--- config.mk ---
export PLATFORM = sky130hd
export DESIGN_NAME = bf_norm_round_pipe
export DESIGN_NICKNAME = d
export VERILOG_FILES = /design/src/rtl/bf_norm_round_pipe.sv
export SDC_FILE = /design/constraint.sdc
export NUM_CORES = 1
export LEC_CHECK = 0
export ABC_CLOCK_PERIOD_IN_PS = 2950
export CORE_AREA = 2 2 79 81
export DETAILED_ROUTE_END_ITERATION = 7
export DIE_AREA = 0 0 81 83
export GPL_TIMING_DRIVEN = 0
export HOLD_SLACK_MARGIN = 0.1
export PLACE_DENSITY = 0.7
export SETUP_SLACK_MARGIN = 0.15
export SYNTH_ARGS = -nofsm -noshare
export SYNTH_HDL_FRONTEND = slang
export SYNTH_SLANG_ARGS = --single-unit
--- constraint.sdc ---
create_clock -name clk -period 2.95 [get_ports clk]
set_input_delay 0.59 -clock clk [delete_from_list [all_inputs] [get_ports clk]]
set_output_delay 0.59 -clock clk [all_outputs]
set_load 0.005 [all_outputs]
--- src/rtl/bf_norm_round_pipe.sv ---
// ---------------------------------------------------------------------------
// bf_norm_round_pipe
//
// Two-stage normalise-and-round stage for the variable-precision BFloat16
// multiplier datapath. Consumes the raw double-width significand product and
// the signed biased exponent sum, and produces a normalised, rounded,
// range-checked sign/exponent/fraction result with overflow/underflow flags.
//
//   Stage 1: 1-bit normalise (product in [1,4)), extract fraction, guard and
//            sticky, detect a zero product.
//   Stage 2: RNE or truncate rounding, carry renormalisation, saturate to
//            infinity / flush to zero.
//
// Parameters
//   MW : stored fraction bits (hidden bit excluded); product width 2*MW+2
//   EW : stored exponent bits; internal exponent is signed, EW+2 bits
//
// Ports
//   clk, rst_n          clock, asynchronous active-low reset
//   in_valid/in_ready   input beat handshake
//   in_sign             product sign
//   in_exp   [EW+1:0]   signed two's-complement biased exponent sum
//   in_mant  [2MW+1:0]  unsigned product of two 1.MW significands
//   rnd_mode            0 = round-to-nearest-even, 1 = truncate (per beat)
//   out_valid/out_ready result handshake
//   out_sign            result sign (always passed through)
//   out_exp  [EW-1:0]   result biased exponent
//   out_frac [MW-1:0]   result fraction
//   out_ovf             overflow, result saturated to infinity
//   out_udf             underflow, result flushed to zero
// ---------------------------------------------------------------------------
module bf_norm_round_pipe #(
    parameter int unsigned MW = 7,
    parameter int unsigned EW = 8
) (
    input  logic                clk,
    input  logic                rst_n,
    input  logic                in_valid,
    output logic                in_ready,
    input  logic                in_sign,
    input  logic [EW+1:0]       in_exp,
    input  logic [2*MW+1:0]     in_mant,
    input  logic                rnd_mode,
    output logic                out_valid,
    input  logic                out_ready,
    output logic                out_sign,
    output logic [EW-1:0]       out_exp,
    output logic [MW-1:0]       out_frac,
    output logic                out_ovf,
    output logic                out_udf
);

    localparam int unsigned PW = 2 * MW + 2;
    localparam int unsigned XW = EW + 2;

    // Largest biased exponent value; anything at or above it is infinity.
    localparam logic signed [XW-1:0] EMAX = XW'((1 << EW) - 1);

    // -----------------------------------------------------------------------
    // Handshake
    // -----------------------------------------------------------------------
    logic s1_valid_q;
    logic out_valid_q;
    logic s2_ready;
    logic in_fire;
    logic s1_advance;

    assign s2_ready   = !out_valid_q || out_ready;
    assign in_ready   = !s1_valid_q || s2_ready;
    assign in_fire    = in_valid && in_ready;
    assign s1_advance = s1_valid_q && s2_ready;

    // -----------------------------------------------------------------------
    // Stage 1: normalise
    // -----------------------------------------------------------------------
    logic [PW-1:0]        mant_aligned;
    logic signed [XW-1:0] s1_exp_d;
    logic [MW-1:0]        s1_frac_d;
    logic                 s1_guard_d;
    logic                 s1_sticky_d;
    logic                 s1_zero_d;

    // Aligning the product so its leading one sits at PW-1 lets a single set
    // of bit positions serve both cases; the zero shifted in below the guard
    // does not disturb the sticky OR.
    always_comb begin
        mant_aligned = in_mant;
        s1_exp_d     = $signed(in_exp);
        if (in_mant[PW-1]) begin
            s1_exp_d = $signed(in_exp) + XW'(1);
        end else begin
            mant_aligned = {in_mant[PW-2:0], 1'b0};
        end
        s1_frac_d   = mant_aligned[PW-2 -: MW];
        s1_guard_d  = mant_aligned[PW-2-MW];
        s1_sticky_d = |mant_aligned[PW-3-MW:0];
        s1_zero_d   = (in_mant == '0);
    end

    logic                 s1_sign_q;
    logic signed [XW-1:0] s1_exp_q;
    logic [MW-1:0]        s1_frac_q;
    logic                 s1_guard_q;
    logic                 s1_sticky_q;
    logic                 s1_zero_q;
    logic                 s1_rnd_q;

    always_ff @(posedge clk or negedge rst_n) begin
        if (!rst_n) begin
            s1_valid_q  <= 1'b0;
            s1_sign_q   <= 1'b0;
            s1_exp_q    <= '0;
            s1_frac_q   <= '0;
            s1_guard_q  <= 1'b0;
            s1_sticky_q <= 1'b0;
            s1_zero_q   <= 1'b0;
            s1_rnd_q    <= 1'b0;
        end else begin
            if (in_ready) begin
                s1_valid_q <= in_valid;
            end
            if (in_fire) begin
                s1_sign_q   <= in_sign;
                s1_exp_q    <= s1_exp_d;
                s1_frac_q   <= s1_frac_d;
                s1_guard_q  <= s1_guard_d;
                s1_sticky_q <= s1_sticky_d;
                s1_zero_q   <= s1_zero_d;
                s1_rnd_q    <= rnd_mode;
            end
        end
    end

    // -----------------------------------------------------------------------
    // Stage 2: round and range check
    // -----------------------------------------------------------------------
    logic                 rnd_inc;
    logic [MW:0]          frac_sum;
    logic signed [XW-1:0] e_rnd;
    logic                 out_sign_d;
    logic [EW-1:0]        out_exp_d;
    logic [MW-1:0]        out_frac_d;
    logic                 out_ovf_d;
    logic                 out_udf_d;

    // A carry out of the fraction means it was all ones; the remaining MW
    // bits are then already zero, so only the exponent needs bumping.
    always_comb begin
        rnd_inc    = !s1_rnd_q && s1_guard_q && (s1_sticky_q || s1_frac_q[0]);
        frac_sum   = {1'b0, s1_frac_q} + (MW+1)'(rnd_inc);
        e_rnd      = s1_exp_q + XW'(frac_sum[MW]);

        out_sign_d = s1_sign_q;
        out_exp_d  = '0;
        out_frac_d = '0;
        out_ovf_d  = 1'b0;
        out_udf_d  = 1'b0;

        if (s1_zero_q) begin
            // zero product outranks any exponent range condition
            out_exp_d = '0;
        end else if (e_rnd >= EMAX) begin
            out_exp_d = '1;
            out_ovf_d = 1'b1;
        end else if (e_rnd[XW-1] || (e_rnd == '0)) begin
            out_udf_d = 1'b1;
        end else begin
            out_exp_d  = e_rnd[EW-1:0];
            out_frac_d = frac_sum[MW-1:0];
        end
    end

    logic          out_sign_q;
    logic [EW-1:0] out_exp_q;
    logic [MW-1:0] out_frac_q;
    logic          out_ovf_q;
    logic          out_udf_q;

    always_ff @(posedge clk or negedge rst_n) begin
        if (!rst_n) begin
            out_valid_q <= 1'b0;
            out_sign_q  <= 1'b0;
            out_exp_q   <= '0;
            out_frac_q  <= '0;
            out_ovf_q   <= 1'b0;
            out_udf_q   <= 1'b0;
        end else begin
            if (s2_ready) begin
                out_valid_q <= s1_valid_q;
            end
            if (s1_advance) begin
                out_sign_q <= out_sign_d;
                out_exp_q  <= out_exp_d;
                out_frac_q <= out_frac_d;
                out_ovf_q  <= out_ovf_d;
                out_udf_q  <= out_udf_d;
            end
        end
    end

    assign out_valid = out_valid_q;
    assign out_sign  = out_sign_q;
    assign out_exp   = out_exp_q;
    assign out_frac  = out_frac_q;
    assign out_ovf   = out_ovf_q;
    assign out_udf   = out_udf_q;

endmodule

==> metrics.txt, run 1 <==
# TYPE chip_impl_metric gauge
chip_impl_info{name="status",value="completed"} 1
chip_impl_metric{name="route.detailed.wl_per_inst",unit="um"} 12.90
chip_impl_metric{name="leakagePower",unit="nW"} 1.326
chip_impl_metric{name="layout.filler_cells",unit=""} 562
chip_impl_metric{name="antenna_cells_inserted",unit=""} 0
chip_impl_info{name="layout.cells.most_common",value="nand2_1"} 1
chip_impl_metric{name="timing.max_cap.violations",unit=""} 0
chip_impl_metric{name="wirelength",unit="mm"} 5.173
chip_impl_metric{name="synthDistinctLibCells",unit=""} 42
chip_impl_metric{name="synth-warning-count",unit=""} 0
chip_impl_metric{name="setup_violations",unit=""} 0
chip_impl_metric{name="path_max_fanout",unit=""} 7
chip_impl_metric{name="initial_core_util",unit=""} 0.4187
chip_impl_metric{name="finish.net_count",unit=""} 362
chip_impl_metric{name="drt_pass1_iterations",unit=""} 5
chip_impl_metric{name="power.combinational.fraction",unit=""} 0.291
chip_impl_metric{name="total_switching_power",unit="W"} 0.0004823
chip_impl_info{name="synth_flop_cell",value="dfrtp_1"} 1
chip_impl_info{name="criticalPathCategory",value="reg2reg"} 1
chip_impl_info{name="grt_most_used_layer",value="met2"} 1
chip_impl_metric{name="multi_input_area",unit="um2"} 1353
chip_impl_metric{name="cell_count_after_synthesis",unit=""} 259
chip_impl_info{name="tritoncts",value="done"} 1
chip_impl_metric{name="post_route_cells_drive_above_1_share",unit=""} 0.1380
chip_impl_metric{name="initial_antenna_violation_count",unit=""} 0
chip_impl_metric{name="power.sequential.fraction",unit=""} 0.439
chip_impl_metric{name="net_switching_share_of_the_total_power",unit=""} 0.2879
chip_impl_metric{name="finalMaxSlewViolations",unit=""} 0
chip_impl_metric{name="first_pass_grt_wire_length",unit="mm"} 8.666
chip_impl_metric{name="horiz_die_dim",unit="um"} 81
chip_impl_metric{name="post_synth_edffs",unit=""} 0
chip_impl_metric{name="grt.total_usage",unit=""} 0.1611
chip_impl_metric{name="yosysTopAreaCellShare",unit=""} 0.4317
chip_impl_metric{name="clk_pin_slew_worst_paths",unit="ns"} 0.08
chip_impl_metric{name="top_level_ports",unit=""} 52
chip_impl_info{name="critical_path.cell_chain",value="nor2_1, nor3b_2, ha_2, nand2_2, nor2_2, and3_4, ha_4, ha_4, and4_4, a31oi_1, or4_4, o311ai_4, buf_6, o31ai_1"} 1
chip_impl_metric{name="finalWorstPathRequiredPeriod",unit="ns"} 2.793
chip_impl_info{name="post-synth-top-area-cell",value="dfrtp_1"} 1
chip_impl_metric{name="crit_path_max_incr_delay",unit="ns"} 0.44
chip_impl_info{name="critical_path.startpoint_type",value="register"} 1
chip_impl_metric{name="cts.sink_count",unit=""} 42
chip_impl_metric{name="violation_count_after_the_first_detailed_routing_iteration",unit=""} 88
chip_impl_metric{name="area.sequential",unit="um2"} 1051
chip_impl_info{name="cpMostUsedCell",value="ha_4"} 1
chip_impl_metric{name="cts.path.max_buffers",unit=""} 2
chip_impl_metric{name="max-slew-margin-rel",unit=""} 0.4089
chip_impl_metric{name="chipHeight",unit="um"} 83
chip_impl_metric{name="min_period_over_period",unit=""} 0.9468
chip_impl_metric{name="asyncSetResetFlopFracSynth",unit=""} 1.000
chip_impl_metric{name="gr-usage-met1",unit=""} 0.2103
chip_impl_metric{name="synth_nets",unit=""} 296
chip_impl_metric{name="detail-route-antenna-nets",unit=""} 0
chip_impl_metric{name="timing_worst_slew_pin_value",unit="ns"} 0.8867
chip_impl_metric{name="arrival",unit="ns"} 2.97
chip_impl_metric{name="route.vias.total",unit=""} 2098
chip_impl_metric{name="core_area",unit="um2"} 5816
chip_impl_metric{name="clock_power_share",unit=""} 0.270
chip_impl_metric{name="syn-cell-area",unit="um2"} 2435
chip_impl_metric{name="timing.fmax",unit="MHz"} 358.0
chip_impl_metric{name="place_congestion",unit=""} 0.8817
chip_impl_metric{name="worstPathRequired",unit="ns"} 3.13
chip_impl_info{name="crit_slowest_cell",value="or4_4"} 1
chip_impl_metric{name="finClkSkew",unit="ns"} 0.008635
chip_impl_metric{name="cts_htree_levels",unit=""} 2
chip_impl_metric{name="cts_made_buffers",unit=""} 5
chip_impl_metric{name="via_count_of_the_first_global_routing_pass",unit=""} 2016
chip_impl_info{name="yosys-top-cells-area",value="dfrtp_1, nand2_1, o21ai_0"} 1
chip_impl_metric{name="total_power_consumption",unit="W"} 0.001675
chip_impl_info{name="hold_path.class",value="in2async"} 1
chip_impl_metric{name="final_hold_violation_count",unit=""} 0
chip_impl_metric{name="fp-row-count",unit=""} 28
chip_impl_metric{name="synth_seq_cells",unit=""} 42
chip_impl_metric{name="peak_supply_drop",unit="mV"} 0.2287
chip_impl_info{name="unrepaired_setup_endpoints_after_global_routing",value="yes"} 1
chip_impl_metric{name="tns",unit="ns"} 0
chip_impl_metric{name="gr-usage-met2",unit=""} 0.2645
chip_impl_metric{name="dp_hpwl",unit="mm"} 3.924
chip_impl_metric{name="power_dens_cells",unit="nW/um2"} 512.1
chip_impl_metric{name="drt-vias-per-instance",unit=""} 5.232
chip_impl_metric{name="met3_usage",unit=""} 0.02174
chip_impl_metric{name="synth-seq-area-share",unit=""} 0.4317
chip_impl_metric{name="final_cells",unit=""} 401
chip_impl_metric{name="syn_avg_cell_area",unit="um2"} 9.401
chip_impl_info{name="cts.root.buffer_cell",value="clkbuf_8"} 1
chip_impl_metric{name="r2r_cells",unit=""} 14
chip_impl_metric{name="clkLatencyLatePin",unit="ns"} 0.30
chip_impl_metric{name="port-buffer-count",unit=""} 50
chip_impl_metric{name="grt_remaining_overflow",unit=""} 0
chip_impl_info{name="commonest_cells_after_routing_fill_and_taps_aside",value="nand2_1, clkdlybuf4s50_1, dfrtp_1"} 1
chip_impl_metric{name="drt_drc_violations_left",unit=""} 0
chip_impl_metric{name="area_delta_synth_final",unit="%"} 34.38
chip_impl_info{name="worst_setup_path_end_kind",value="register"} 1
chip_impl_metric{name="die_area",unit="um2"} 6723
chip_impl_metric{name="power.internal",unit="W"} 0.001193
chip_impl_metric{name="placedCellCount",unit=""} 384
chip_impl_metric{name="grt_start_max_net_pins",unit=""} 43
-- registers in the layout (all words and copies together), names as in the netlist --
name / flops
s1_rnd_q: 1
s1_exp_q: 10
s1_zero_q: 1
s1_valid_q: 1
out_valid: 1
s1_frac_q: 7
out_sign: 1
out_ovf: 1
out_exp: 8
s1_sticky_q: 1
out_sign_d: 1
out_udf: 1
out_frac: 7
s1_guard_q: 1
-- worst max-delay path, delay by kind of cell (launching register included) --
kind	cells	cell delay, ns
adder cells (fa/ha/maj)	3	0.50
buffers and inverters	1	0.17
AND/OR/NAND/NOR	7	1.25
flip-flops	1	0.36
AO/OA/AOI/OAI	3	0.39
-- metrics by stage --
step / utilization / worst slack, ns / hold slack, ns / instance area, um2
floorplan: - / 0.1642 / 0.2944 / 2465
global placement: 0.5260 / -0.1423 / 0.4502 / 3059
detailed placement: 0.5252 / -0.1573 / 0.4659 / 3054
CTS: 0.5572 / 0.1550 / 0.4394 / 3241
global route: 0.5626 / -0.0002574 / 0.4877 / 3272
finish: 0.5626 / 0.1569 / 0.4047 / 3272
-- Yosys cell counts, types with 2 or more instances --
cell and count:
and4_1 3, mux2i_1 9, buf_6 2, xor2_1 10, mux2_2 3, o31a_1 2, nand2b_1 4, nand2_1 52
dfrtp_1 42, o21ai_0 28, inv_1 3, nor2b_1 3, ha_1 5, buf_2 2, a21oi_1 5, buf_4 3
a22o_1 4, nand4_1 4, nand3b_1 2, nor3b_1 2, and3_1 4, xnor2_1 10, nor2_1 9, clkbuf_1 8
nor4_1 5, o31ai_1 9, a31oi_1 2, nand3_1 10
-- power groups by stage --
stage	Clock, W	Sequential [W]	Combinational (W)
after CTS	0.000460	0.000737	0.000489
final	0.000452	0.000735	0.000488
after global placement	0	0.000742	0.000462
after floorplan	0	0.000740	0.000248
after global routing	0.000476	0.000750	0.000546
after detailed placement	0	0.000748	0.000469
-- repair_timing --
action | in CTS | in global routing
hold buffers | 0 | 0
pin swaps | 4 | 4
endpoints found under the setup margin | 12 | 14
cloned | 0 | 0
resized for setup | 8 | 4
setup buffers | 6 | 3
-- cell type report --
type | instances | share of cell area
multi-input combinational | 199 | 0.4134
sequential | 42 | 0.3212
timing repair buffer | 59 | 0.1732
tap | 75 | 0.02868
buffer | 15 | 0.02639
clock buffer | 6 | 0.02218
clock inverter | 2 | 0.01147
inverter | 3 | 0.003442
-- worst paths after layout --
check,start,end,slack [ns]
worst max-delay path,s1_sticky_q,out_frac[4],0.16
worst min-delay path,rst_n,s1_guard_q,0.40
worst max register to register,s1_sticky_q,out_frac[4],0.16
worst min register to register,out_exp[1],out_exp[1],0.48
max in group asynchronous,rst_n,out_exp[3],1.98
min in group clk,out_exp[1],out_exp[1],0.48
-- cell families (layout without fill, tap and decap cells) --
| family | Yosys count | after routing | share of synthesized area |
|---|---|---|---|
| compound gates | 56 | 56 | 0.1562 |
| xor+xnor | 20 | 20 | 0.07194 |
| fa+ha+maj | 5 | 5 | 0.02569 |
| buf+inv | 18 | 85 | 0.03957 |
| flops | 42 | 42 | 0.4317 |
| mux | 12 | 12 | 0.05087 |
| simple gates | 106 | 106 | 0.2240 |
-- layer usage --
metal	routed length, um	vias to the layer above	share of wire
met5	0	-	0
met4	78	0	0.015
met3	224	5	0.043
met2	2461	56	0.48
met1	2409	976	0.47
li1	-	1061	-
Power figures use the tool's default switching activity.
==> inputs of run 2 (changes only) <==
--- a/config.mk
+++ b/config.mk
@@ -16,3 +16,4 @@
 export SYNTH_ARGS = -nofsm -noshare
 export SYNTH_HDL_FRONTEND = slang
 export SYNTH_SLANG_ARGS = --single-unit
+export TNS_END_PERCENT = 20
==> run 2 against run 1 <==
Against the previous run: clock skew shrank 0.00056 ns; cell area down 0.19%; total power about the same; setup slack worse by 0.0022 ns; sequential power is essentially flat; critical path depth did not move; routed wire length down 0.33%; via count shrank 0.95%; combinational power about the same; critical path type unchanged; largest cell class unchanged.
==> metrics.txt, run 2 (synthesis results as in run 1) <==
# TYPE chip_impl_metric gauge
chip_impl_metric{name="timing.critical_path.buf_inv",unit=""} 1
chip_impl_metric{name="wirelength",unit="mm"} 5.156
chip_impl_metric{name="clk_pin_slew_worst_paths",unit="ns"} 0.08
chip_impl_info{name="criticalPathCategory",value="reg2reg"} 1
chip_impl_metric{name="final_cells",unit=""} 401
chip_impl_metric{name="chipHeight",unit="um"} 83
chip_impl_metric{name="initial_core_util",unit=""} 0.4187
chip_impl_metric{name="post-route-worst-setup-slack",unit="ns"} 0.1547
chip_impl_metric{name="postCtsHoldBufs",unit=""} 0
chip_impl_metric{name="reg2reg_setup_slack",unit="ns"} 0.15
chip_impl_metric{name="post-route-util",unit=""} 0.5615
chip_impl_metric{name="drt_drc_violations_left",unit=""} 0
chip_impl_metric{name="die_area",unit="um2"} 6723
chip_impl_metric{name="antenna_cells_inserted",unit=""} 0
chip_impl_metric{name="layout.filler_cells",unit=""} 562
chip_impl_metric{name="port-buffer-count",unit=""} 50
chip_impl_metric{name="first_pass_grt_wire_length",unit="mm"} 8.666
chip_impl_metric{name="area_delta_synth_final",unit="%"} 34.12
chip_impl_metric{name="final_hold_violation_count",unit=""} 0
chip_impl_info{name="worst_path_dominant_cell_family",value="simple AND/OR/NAND/NOR gates"} 1
chip_impl_metric{name="fp-row-count",unit=""} 28
chip_impl_metric{name="route.vias.total",unit=""} 2078
chip_impl_metric{name="via_count_of_the_first_global_routing_pass",unit=""} 2016
chip_impl_info{name="layout.cells.most_common",value="nand2_1"} 1
chip_impl_metric{name="drt-vias-per-instance",unit=""} 5.182
chip_impl_metric{name="top_level_ports",unit=""} 52
chip_impl_metric{name="timing.fmax",unit="MHz"} 357.7
chip_impl_info{name="commonest_cells_after_routing_fill_and_taps_aside",value="nand2_1, clkdlybuf4s50_1, dfrtp_1"} 1
chip_impl_metric{name="route.detailed.wl_per_inst",unit="um"} 12.86
chip_impl_metric{name="crit_path_max_incr_delay",unit="ns"} 0.44
chip_impl_metric{name="setup_violations",unit=""} 0
chip_impl_metric{name="pre_cts_setup_slack",unit="ns"} -0.1573
chip_impl_metric{name="finalWorstPathRequiredPeriod",unit="ns"} 2.795
chip_impl_metric{name="peak_supply_drop",unit="mV"} 0.2288
chip_impl_metric{name="worstPathRequired",unit="ns"} 3.13
chip_impl_info{name="hold_path.class",value="in2async"} 1
chip_impl_info{name="cpMostUsedCell",value="ha_4"} 1
chip_impl_info{name="unrepaired_setup_endpoints_after_global_routing",value="yes"} 1
chip_impl_info{name="status",value="completed"} 1
chip_impl_metric{name="area.sequential",unit="um2"} 1051
chip_impl_metric{name="core_area",unit="um2"} 5816
chip_impl_metric{name="cts.sink_count",unit=""} 42
chip_impl_metric{name="horiz_die_dim",unit="um"} 81
chip_impl_metric{name="leakagePower",unit="nW"} 1.324
chip_impl_metric{name="dp_hpwl",unit="mm"} 3.924
chip_impl_metric{name="placedCellCount",unit=""} 384
chip_impl_info{name="cts.root.buffer_cell",value="clkbuf_8"} 1
chip_impl_metric{name="timing.max_cap.violations",unit=""} 0
chip_impl_metric{name="grt_start_max_net_pins",unit=""} 43
chip_impl_info{name="worst_setup_path_end_kind",value="register"} 1
chip_impl_metric{name="min_period_over_period",unit=""} 0.9476
chip_impl_metric{name="finalMaxSlewViolations",unit=""} 0
chip_impl_metric{name="multi_input_area",unit="um2"} 1346
chip_impl_metric{name="clkLatencyLatePin",unit="ns"} 0.30
chip_impl_metric{name="cts.path.max_buffers",unit=""} 2
chip_impl_metric{name="initial_antenna_violation_count",unit=""} 0
chip_impl_metric{name="grt.total_usage",unit=""} 0.1611
chip_impl_metric{name="number_of_flip_flops_under_the_largest_register_name",unit=""} 10
chip_impl_metric{name="grt_remaining_overflow",unit=""} 0
chip_impl_metric{name="finClkSkew",unit="ns"} 0.008071
chip_impl_metric{name="tns",unit="ns"} 0
chip_impl_metric{name="post_route_cells_drive_above_1_share",unit=""} 0.1350
chip_impl_metric{name="cts_made_buffers",unit=""} 5
chip_impl_info{name="tritoncts",value="done"} 1
chip_impl_metric{name="violation_count_after_the_first_detailed_routing_iteration",unit=""} 126
chip_impl_metric{name="arrival",unit="ns"} 2.97
chip_impl_metric{name="finish.net_count",unit=""} 362
chip_impl_info{name="top_register",value="s1_exp_q"} 1
chip_impl_metric{name="power_dens_cells",unit="nW/um2"} 512.6
chip_impl_metric{name="place_congestion",unit=""} 0.8817
chip_impl_metric{name="timing_worst_slew_pin_value",unit="ns"} 0.8869
chip_impl_metric{name="detail-route-antenna-nets",unit=""} 0
chip_impl_metric{name="path_max_fanout",unit=""} 7
chip_impl_metric{name="final.hold.worst_slack",unit="ns"} 0.4046
chip_impl_info{name="critical_path.startpoint_type",value="register"} 1
chip_impl_info{name="critical_path.cell_chain",value="nor2_1, nor3b_2, ha_2, nand2_2, nor2_2, and3_4, ha_4, ha_4, and4_4, a31oi_1, or4_4, o311ai_4, buf_6, o31ai_1"} 1
chip_impl_metric{name="max-slew-margin-rel",unit=""} 0.4087
chip_impl_metric{name="drt_pass1_iterations",unit=""} 4
chip_impl_metric{name="cts_htree_levels",unit=""} 2
chip_impl_info{name="crit_slowest_cell",value="or4_4"} 1
[run 2: cell types whose count changed in the layout (fill, tap and decap cells not counted)]
cell,previous run,this run
buf_2,4,3
clkbuf_2,0,1
nor4_1,4,5
nor4_2,1,0
o21ai_0,27,28
o21ai_1,1,0
[run 2: cell type report]
| class | count | share of cell area |
|---|---|---|
| Buffer | 15 | 0.02644 |
| Clock buffer | 6 | 0.02222 |
| Clock inverter | 2 | 0.01149 |
| Inverter | 3 | 0.003448 |
| Multi-Input combinational cell | 199 | 0.4123 |
| Sequential cell | 42 | 0.3218 |
| Tap cell | 75 | 0.02874 |
| Timing Repair Buffer | 59 | 0.1736 |
[run 2: repair_timing]
action | CTS | global route
setup endpoints to repair | 12 | 14
gates resized for setup | 8 | 1
setup buffers | 6 | 3
pin swaps | 4 | 0
[run 2: path summary, 6_finish.rpt]
| kind | startpoint | to | depth (start not counted) |
|---|---|---|---|
| worst max-delay path | s1_sticky_q | out_frac[4] | 14 |
| worst max register to register | s1_sticky_q | out_frac[4] | 14 |
| min in group clk | out_exp[1] | out_exp[1] | 2 |
| max in group asynchronous | rst_n | out_exp[3] | 1 |
| worst min-delay path | rst_n | s1_guard_q | 1 |
| worst min register to register | out_exp[1] | out_exp[1] | 2 |
[run 2: through the flow]
| stage | total power, W | area (um2) |
|---|---|---|
| floorplan | 0.0009885 | 2465 |
| global placement | 0.001204 | 3059 |
| detailed placement | 0.001217 | 3054 |
| CTS | 0.001685 | 3241 |
| global route | 0.001771 | 3266 |
| finish | 0.001674 | 3266 |
[run 2: power breakdown]
group	switching (W)	internal, W	total (W)	leakage (nW)
Combinational	0.000217	0.000270	0.000487	0.751
Sequential	0.0000646	0.000670	0.000735	0.522
Clock	0.000200	0.000252	0.000452	0.0514
[run 2: per-layer routing]
metal,track usage,vias up,routed length [um]
met5,0,-,0
met2,0.2645,56,2426
met4,0.06780,0,78
li1,-,1058,-
met1,0.2103,959,2441
met3,0.02174,5,209
==> inputs of run 3 (changes only) <==
--- a/config.mk
+++ b/config.mk
@@ -7,6 +7,7 @@
 export LEC_CHECK = 0
 export ABC_CLOCK_PERIOD_IN_PS = 2950
 export CORE_AREA = 2 2 79 81
+export CTS_BUF_LIST = sky130_fd_sc_hd__clkbuf_16
 export DETAILED_ROUTE_END_ITERATION = 7
 export DIE_AREA = 0 0 81 83
 export GPL_TIMING_DRIVEN = 0
==> run 3 against run 2 <==
Against the previous run: routed wire length up 0.99%; sequential share of layout area down 0.63 points; flip-flop and latch count stayed put; via count increased by 0.53%.
==> metrics.txt, run 3 (synthesis results as in run 1) <==
# TYPE chip_impl_metric gauge
chip_impl_metric{name="min_period_over_period",unit=""} 0.9558
chip_impl_metric{name="power.internal",unit="W"} 0.001338
chip_impl_metric{name="post_route_cells_drive_above_1_share",unit=""} 0.1411
chip_impl_metric{name="r2r_cells",unit=""} 14
chip_impl_metric{name="power.sequential.fraction",unit=""} 0.400
chip_impl_metric{name="clkLatencyLatePin",unit="ns"} 0.28
chip_impl_info{name="worst_setup_path_end_kind",value="register"} 1
chip_impl_metric{name="final_hold_violation_count",unit=""} 0
chip_impl_metric{name="core_area",unit="um2"} 5816
chip_impl_info{name="commonest_cells_after_routing_fill_and_taps_aside",value="nand2_1, clkdlybuf4s50_1, dfrtp_1"} 1
chip_impl_metric{name="detail-route-antenna-nets",unit=""} 0
chip_impl_metric{name="power_dens_cells",unit="nW/um2"} 551.8
chip_impl_metric{name="peak_supply_drop",unit="mV"} 0.2514
chip_impl_info{name="unrepaired_setup_endpoints_after_global_routing",value="yes"} 1
chip_impl_info{name="critical_path.startpoint_type",value="register"} 1
chip_impl_info{name="crit_path_end",value="out_frac[0]"} 1
chip_impl_info{name="criticalPathCategory",value="reg2reg"} 1
chip_impl_metric{name="timing_worst_slew_pin_value",unit="ns"} 0.8899
chip_impl_metric{name="pre_cts_setup_slack",unit="ns"} -0.1573
chip_impl_metric{name="area_delta_synth_final",unit="%"} 36.79
chip_impl_info{name="cpMostUsedCell",value="ha_4"} 1
chip_impl_info{name="critPathLaunch",value="s1_sticky_q"} 1
chip_impl_info{name="status",value="completed"} 1
chip_impl_metric{name="die_area",unit="um2"} 6723
chip_impl_metric{name="horiz_die_dim",unit="um"} 81
chip_impl_metric{name="route.vias.total",unit=""} 2089
chip_impl_metric{name="fp-row-count",unit=""} 28
chip_impl_metric{name="grt.total_usage",unit=""} 0.1643
chip_impl_metric{name="setup_violations",unit=""} 0
chip_impl_metric{name="first_pass_grt_wire_length",unit="mm"} 8.783
chip_impl_info{name="regToRegEndpoint",value="out_frac[0]"} 1
chip_impl_metric{name="place_congestion",unit=""} 0.8817
chip_impl_metric{name="initial_core_util",unit=""} 0.4187
chip_impl_info{name="tritoncts",value="done"} 1
chip_impl_metric{name="worstPathRequired",unit="ns"} 3.11
chip_impl_metric{name="final.hold.worst_slack",unit="ns"} 0.4282
chip_impl_info{name="critical_path.cell_chain",value="nor2_1, nor3b_2, ha_2, nand2_2, nor2_2, and3_4, ha_4, ha_4, and4_4, a31oi_1, or4_4, o311ai_4, buf_6, o31ai_1"} 1
chip_impl_info{name="r2r_start",value="s1_sticky_q"} 1
chip_impl_metric{name="timing.fmax",unit="MHz"} 354.7
chip_impl_metric{name="post-route-worst-setup-slack",unit="ns"} 0.1305
chip_impl_metric{name="cts_made_buffers",unit=""} 5
chip_impl_metric{name="finish.net_count",unit=""} 362
chip_impl_metric{name="top_level_ports",unit=""} 52
chip_impl_metric{name="layout.filler_cells",unit=""} 552
chip_impl_metric{name="max-slew-margin-rel",unit=""} 0.4068
chip_impl_metric{name="grt_start_max_net_pins",unit=""} 43
chip_impl_metric{name="chipHeight",unit="um"} 83
chip_impl_metric{name="finClkSkew",unit="ns"} 0.004273
chip_impl_metric{name="net_switching_share_of_the_total_power",unit=""} 0.2719
chip_impl_info{name="cts.root.buffer_cell",value="clkbuf_16"} 1
chip_impl_metric{name="drt_pass1_iterations",unit=""} 4
chip_impl_metric{name="clock_power_share",unit=""} 0.333
chip_impl_info{name="hold_path.class",value="in2async"} 1
chip_impl_metric{name="arrival",unit="ns"} 2.98
chip_impl_metric{name="timing.max_cap.violations",unit=""} 0
chip_impl_info{name="top_register",value="s1_exp_q"} 1
chip_impl_metric{name="leakagePower",unit="nW"} 1.356
chip_impl_metric{name="reg2reg_setup_slack",unit="ns"} 0.13
chip_impl_metric{name="via_count_of_the_first_global_routing_pass",unit=""} 2015
chip_impl_metric{name="finalMaxSlewViolations",unit=""} 0
chip_impl_info{name="layout.cells.most_common",value="nand2_1"} 1
chip_impl_metric{name="total_switching_power",unit="W"} 0.0004997
chip_impl_info{name="crit_slowest_cell",value="or4_4"} 1
chip_impl_metric{name="port-buffer-count",unit=""} 50
chip_impl_metric{name="drt_drc_violations_left",unit=""} 0
chip_impl_metric{name="power.combinational.fraction",unit=""} 0.267
chip_impl_metric{name="route.detailed.wl_per_inst",unit="um"} 12.99
chip_impl_metric{name="wirelength",unit="mm"} 5.207
chip_impl_metric{name="initial_antenna_violation_count",unit=""} 0
chip_impl_metric{name="clk_pin_slew_worst_paths",unit="ns"} 0.06
chip_impl_metric{name="dp_hpwl",unit="mm"} 3.924
chip_impl_metric{name="cts.sink_count",unit=""} 42
chip_impl_metric{name="finalWorstPathRequiredPeriod",unit="ns"} 2.820
chip_impl_metric{name="path_max_fanout",unit=""} 7
chip_impl_metric{name="drt-vias-per-instance",unit=""} 5.209
chip_impl_metric{name="antenna_cells_inserted",unit=""} 0
chip_impl_metric{name="number_of_flip_flops_under_the_largest_register_name",unit=""} 10
chip_impl_metric{name="violation_count_after_the_first_detailed_routing_iteration",unit=""} 158
chip_impl_metric{name="crit_path_max_incr_delay",unit="ns"} 0.45
chip_impl_metric{name="grt_remaining_overflow",unit=""} 0
chip_impl_metric{name="cts_htree_levels",unit=""} 2
chip_impl_metric{name="cts.path.max_buffers",unit=""} 2
run 3: cell types whose count changed in the layout (fill, tap and decap cells not counted), sizes merged:
cell and change:
clkbuf -2, buf +1, inv +1
run 3: power groups by stage:
stage | logic [W] | registers [W] | clock network (W)
6_report | 0.000490 | 0.000736 | 0.000612
5_1_grt | 0.000548 | 0.000751 | 0.000642
4_1_cts | 0.000490 | 0.000738 | 0.000620
3_5_place_dp | 0.000469 | 0.000748 | 0
3_3_place_gp | 0.000462 | 0.000742 | 0
2_1_floorplan | 0.000248 | 0.000740 | 0
run 3: worst min-delay path by stage:
stage / endpoint / startpoint
5_1_grt: s1_frac_q[1] / rst_n
3_3_place_gp: out_exp[0] / out_exp[0]
3_5_place_dp: out_exp[1] / out_exp[1]
2_1_floorplan: out_exp[0] / rst_n
4_1_cts: s1_guard_q / rst_n
6_report: s1_guard_q / rst_n
run 3: cell type report:
cell class	instances	area (um2)	area share
Tap cell	75	93.84	0.02817
Multi-Input combinational cell	199	1355	0.4068
Clock buffer	5	125.1	0.03757
Clock inverter	3	41.29	0.01240
Timing Repair Buffer	59	566.8	0.1702
Inverter	3	11.26	0.003381
Buffer	15	86.33	0.02592
Sequential cell	42	1051	0.3156
run 3: worst max-delay path, delay by kind of cell, from the launching register on:
family	cells	cell delay [ns]
flops	1	0.35
buf+inv	1	0.17
compound gates	3	0.39
simple gates	7	1.28
fa+ha+maj	3	0.51
run 3: what timing repair did:
action / CTS / global route
hold buffers: 0 / 0
resized for setup: 8 / 5
setup buffers: 6 / 3
setup endpoints to repair: 12 / 14
pin swaps: 4 / 7
run 3: layer usage:
| layer | track usage | part of all wire |
|---|---|---|
| met5 | 0 | 0 |
| met4 | 0.06317 | 0.015 |
| met1 | 0.2117 | 0.46 |
| met2 | 0.2712 | 0.48 |
| met3 | 0.02826 | 0.049 |
run 3: through the flow:
| stage | area (um2) | std cells | util | total power, W | TNS [ns] |
|---|---|---|---|---|---|
| 6_report | 3331 | 401 | 0.5727 | 0.001838 | 0 |
| 5_1_grt | 3331 | 401 | 0.5727 | 0.001942 | -0.02953 |
| 4_1_cts | 3297 | 398 | 0.5669 | 0.001848 | 0 |
| 3_5_place_dp | 3054 | 384 | 0.5252 | 0.001217 | -1.055 |
| 3_3_place_gp | 3059 | 384 | 0.5260 | 0.001204 | -0.9657 |
| 2_1_floorplan | 2465 | 259 | - | 0.0009885 | 0 |
==> edit 1, RTL diff (settings of run 1) <==
Make the reset (`rst_n`) synchronous in 2 clocked blocks. Comments in the files are not updated.
--- a/src/rtl/bf_norm_round_pipe.sv
+++ b/src/rtl/bf_norm_round_pipe.sv
@@ -107,3 +107,3 @@
 
-    always_ff @(posedge clk or negedge rst_n) begin
+    always_ff @(posedge clk) begin
         if (!rst_n) begin
@@ -178,3 +178,3 @@
 
-    always_ff @(posedge clk or negedge rst_n) begin
+    always_ff @(posedge clk) begin
         if (!rst_n) begin
Function: differs if rst_n is asserted again (counterexample within 4 cycles, from zero or initial values and one cycle with rst_n low); with rst_n held inactive, the same outputs for 10 cycles.
==> edit 1 against run 1 <==
  * Sequential share of layout area is 6.6 points lower
  * Cell area grew 1.1%
  * Worst setup slack worse by 0.069 ns
  * Synthesized area is 8.6% lower
  * Total power is 18% lower
  * Routed wire length increased by 8.7%
  * Via count is 3.0% higher
  * First-iteration DRC count grew 75%
  * Clock skew is 0.0010 ns lower
  * Sequential cell count unchanged
  * Count of clock-buffer cells in the layout did not move
  * Cell count rose by 1.5%
==> edit 1: results (changes against run 1) <==
status: "complete, no violations"
wl_per_cell_um: 13.8  # +7.1%
skew_ns: 0.00759  # -0.00105 ns
vias_per_cell: 5.31  # +1.4%
ys_types: 41  # -2.4%
grt_first_pass_wirelength_um: 8730  # +0.72%
reg2reg_from: "s1_sticky_q"
cts_root_buf: "clkbuf_8"
swShare_pct: 26.2  # -2.6 points
place_congestion: 0.834  # -5.4%
yosys_warnings: 0  # unchanged
whs_ns: 0.461  # +0.0565 ns
hpwlAfterDp_um: 3820  # -2.7%
hold_depth: 2
path_clk_slew_ns: 0.08  # about the same
cts_inserted_buffers: 5  # unchanged
first_pass_iters: 4  # -1
postSynth.asyncResetShare_pct: 0  # -100 points
finalPower_mw: 1.37  # -18%
synth.area.top_cells: "dfxtp_1, a211oi_1, xnor2_1, mux2i_1, nor2_1"
placed_cells: 381  # -0.78%
largest_reg_flops: 10  # unchanged
portBuffers: 49  # -2.0%
cp_slowest_cell: "o311ai_4"
final_nets: 369  # +1.9%
syn_nets: 294  # -0.68%
insertedDiodeCount: 0  # unchanged
critPathMaxStageDelay_ns: 0.37  # -0.07 ns
ir_worst_vdd_mv: 0.178  # -22%
rrSetupSlack_ns: 0.09  # -0.07 ns
crit_fanout: 8  # +1
netlist_top_cells_count: "dfxtp_1, nor2_1, nand2_1"
cts_htree_levels: 2  # unchanged
pre_cts_slack_ns: -0.276  # -0.119 ns
p_seq_mw: 0.628  # -15%
ff2ff_path_depth: 13  # -1
min_to: "out_ovf"
dr.first_iter.drc_count: 154  # +75%
arrival_ns: 3.03  # +0.06 ns
finalMaxSlewViolations: 0  # unchanged
tightest_slew_ns: 0.592  # -0.295 ns
worstHoldStart: "out_ovf"
ys_seq_area_share_pct: 37.8  # -5.4 points
path_delay_family: "simple AND/OR/NAND/NOR gates"
postPlaceCellArea_mm2: 0.00281  # -8.0%
worstSkewPairLatency_ns: 0.30  # about the same
p_comb_share_pct: 20.0  # -9.1 points
fin_cells: 407  # +1.5%
p_leak_nw: 1.16  # -12%
track_usage_pct: 16.0  # -0.072 points
synth_top_area_share_pct: 37.8  # -5.4 points
grt_max_degree: 13  # -70%
grt_pass1_vias: 1978  # -1.9%
layout-drive-gt1-share_pct: 18.7  # +4.9 points
reg2reg_to: "out_exp[2]"
min_path_type: "flip-flop to flip-flop"
synth_cells: 257  # -0.77%
edit 1: changes by cell type after synthesis, sizes merged, moves of 5 or more:
cell,change
dfrtp,-42
dfxtp,+42
nand2,-31
o21ai,-25
nor2,+23
a211oi,+20
clkbuf,+7
o211ai,+5
xnor2,+5
edit 1: routing by layer:
metal	share of wire (%)	global-route usage, %
met1	45	21.5
met4	1.3	6.01
met5	0	0
met3	5.1	2.07
met2	49	25.9
edit 1: cells by family (layout without fill, tap and decap cells):
logic type,count (synthesis),count (layout),synth area share (%)
AOI/OAI and AO/OA,57,57,19.2
xor gates and xnor gates,21,21,8.26
adders and majority gates,5,5,2.81
buffers and inverters,23,98,4.27
DFF,42,42,37.8
muxes,12,12,5.40
and+or+nand+nor,97,97,22.3
edit 1: how the worst max path moves through the flow:
| stage | start | to | slack (ns) | cells after the start |
|---|---|---|---|---|
| finish | s1_sticky_q | out_exp[2] | 0.09 | 13 |
| global placement | s1_frac_q[0] | out_exp[4] | -0.20 | 14 |
| CTS | s1_sticky_q | out_frac[6] | 0.15 | 13 |
| floorplan | s1_frac_q[0] | out_frac[2] | 0.17 | 14 |
| detailed placement | s1_frac_q[0] | out_exp[4] | -0.28 | 14 |
| global route | s1_sticky_q | out_exp[2] | -0.05 | 15 |
edit 1: layout make-up:
class                           count  area [um2]
Clock inverter                      1        30.0
Sequential cell                    42         843
Multi-Input combinational cell    192        1510
Clock buffer                        6        82.6
Fill cell                         530        2510
Tap cell                           75        93.8
Timing Repair Buffer               68         646
Inverter                            5        18.8
Buffer                             18        82.6
edit 1: repair_timing:
| action | in CTS | in global routing |
|---|---|---|
| pin swaps | 9 | 7 |
| hold endpoints to repair | 0 | 0 |
| buffers inserted | 13 | 6 |
| gates resized for setup | 20 | 24 |
| endpoints found under the setup margin | 17 | 17 |
==> edit 2, RTL diff (settings of run 1) <==
Made on the original files. Set the parameter `EW` to 9 (it was 8).
--- a/src/rtl/bf_norm_round_pipe.sv
+++ b/src/rtl/bf_norm_round_pipe.sv
@@ -33,3 +33,3 @@
     parameter int unsigned MW = 7,
-    parameter int unsigned EW = 8
+    parameter int unsigned EW = 9
 ) (
Ports: changed (resized in_exp and out_exp); port bits go from 52 to 54. No check against the original RTL was run, so the function may have changed too.
==> edit 2 against run 1 <==
  * Sequential share of layout area decreased by 1.2 points
  * Critical endpoint is now out_frac[5]
  * Via count rose by 7.6%
  * Worst setup slack gained 0.0078 ns
  * Sequential cell count increased by 2
  * Routed wire length increased by 14%
  * Global-route usage up 1.9 points
  * Synthesized area is 6.3% higher
  * Largest power group unchanged
  * Clock power is 1% higher
  * Clock skew down 0.0045 ns
  * Cell area up 9.0%
  * Synthesized cell count rose by 5.4%
  * Critical path depth is 1 lower
  * Total power rose by 4.5%
==> edit 2: results (changes against run 1) <==
status: "complete, no violations"
dr_wl_met3_um: 238  # +6.3%
ys_seq_area_share_pct: 42.6  # -0.61 points
synth_cells: 273  # +5.4%
ff_latch_area_mm2: 0.00110  # +4.8%
vias_per_cell: 5.34  # +2.0%
ys_types: 49  # +17%
met1_usage_pct: 26.1  # +5.1 points
whs_ns: 0.218  # -0.186 ns
grt_max_degree: 28  # -35%
bufAreaShareNonClock_pct: 21.5  # +1.5 points
ir_worst_vdd_mv: 0.257  # +12%
place_congestion: 0.814  # -7.7%
crit_fanout: 8  # +1
p_leak_nw: 1.49  # +13%
netlist_top_cells_count: "dfrtp_1, nand2_1, o21ai_0"
layout-drive-gt1-share_pct: 18.4  # +4.6 points
postPlaceCellArea_mm2: 0.00322  # +5.3%
grt_pass1_vias: 2018  # +0.099%
track_usage_pct: 18.0  # +1.9 points
num-multi-input-gates: 207  # +4.0%
ff2ff_path_depth: 13  # -1
syn_area_mm2: 0.00259  # +6.3%
gr-usage-met3_pct: 2.61  # +0.43 points
grt_first_pass_wirelength_um: 9720  # +12%
multi_input_area_share_pct: 41.6  # +0.24 points
syn_nets: 311  # +5.1%
buffers_excl_clock: 86  # +16%
==> edit 2: cell count changes in the layout (fill, tap and decap cells not counted), sizes merged, moves of 3 or more <==
cell,before,now
o31ai,10,0
buf,18,27
nand3,10,19
a32o,1,7
a22o,4,7
nand2,52,38
and2,1,5
xor2,10,16
xnor2,10,7
nor2,9,12
and3b,0,3
==> edit 2: worst max-delay path, cell delays in order (launching register included) <==
cell,delay (ns)
dfrtp_1,0.40
nor3b_2,0.22
ha_2,0.22
nand2_2,0.07
nor2_4,0.12
and3_4,0.21
ha_4,0.15
buf_6,0.11
and4bb_2,0.22
o21ai_1,0.06
a211o_2,0.35
and2_4,0.17
buf_6,0.13
a32o_1,0.25
==> edit 2: kinds of logic after synthesis <==
logic type / synth area share (%)
adders and majority gates: 2.42
buffers and inverters: 4.50
and+or+nand+nor: 23.1
xor gates and xnor gates: 7.79
AOI/OAI and AO/OA: 13.8
muxes: 5.90
DFF: 42.6
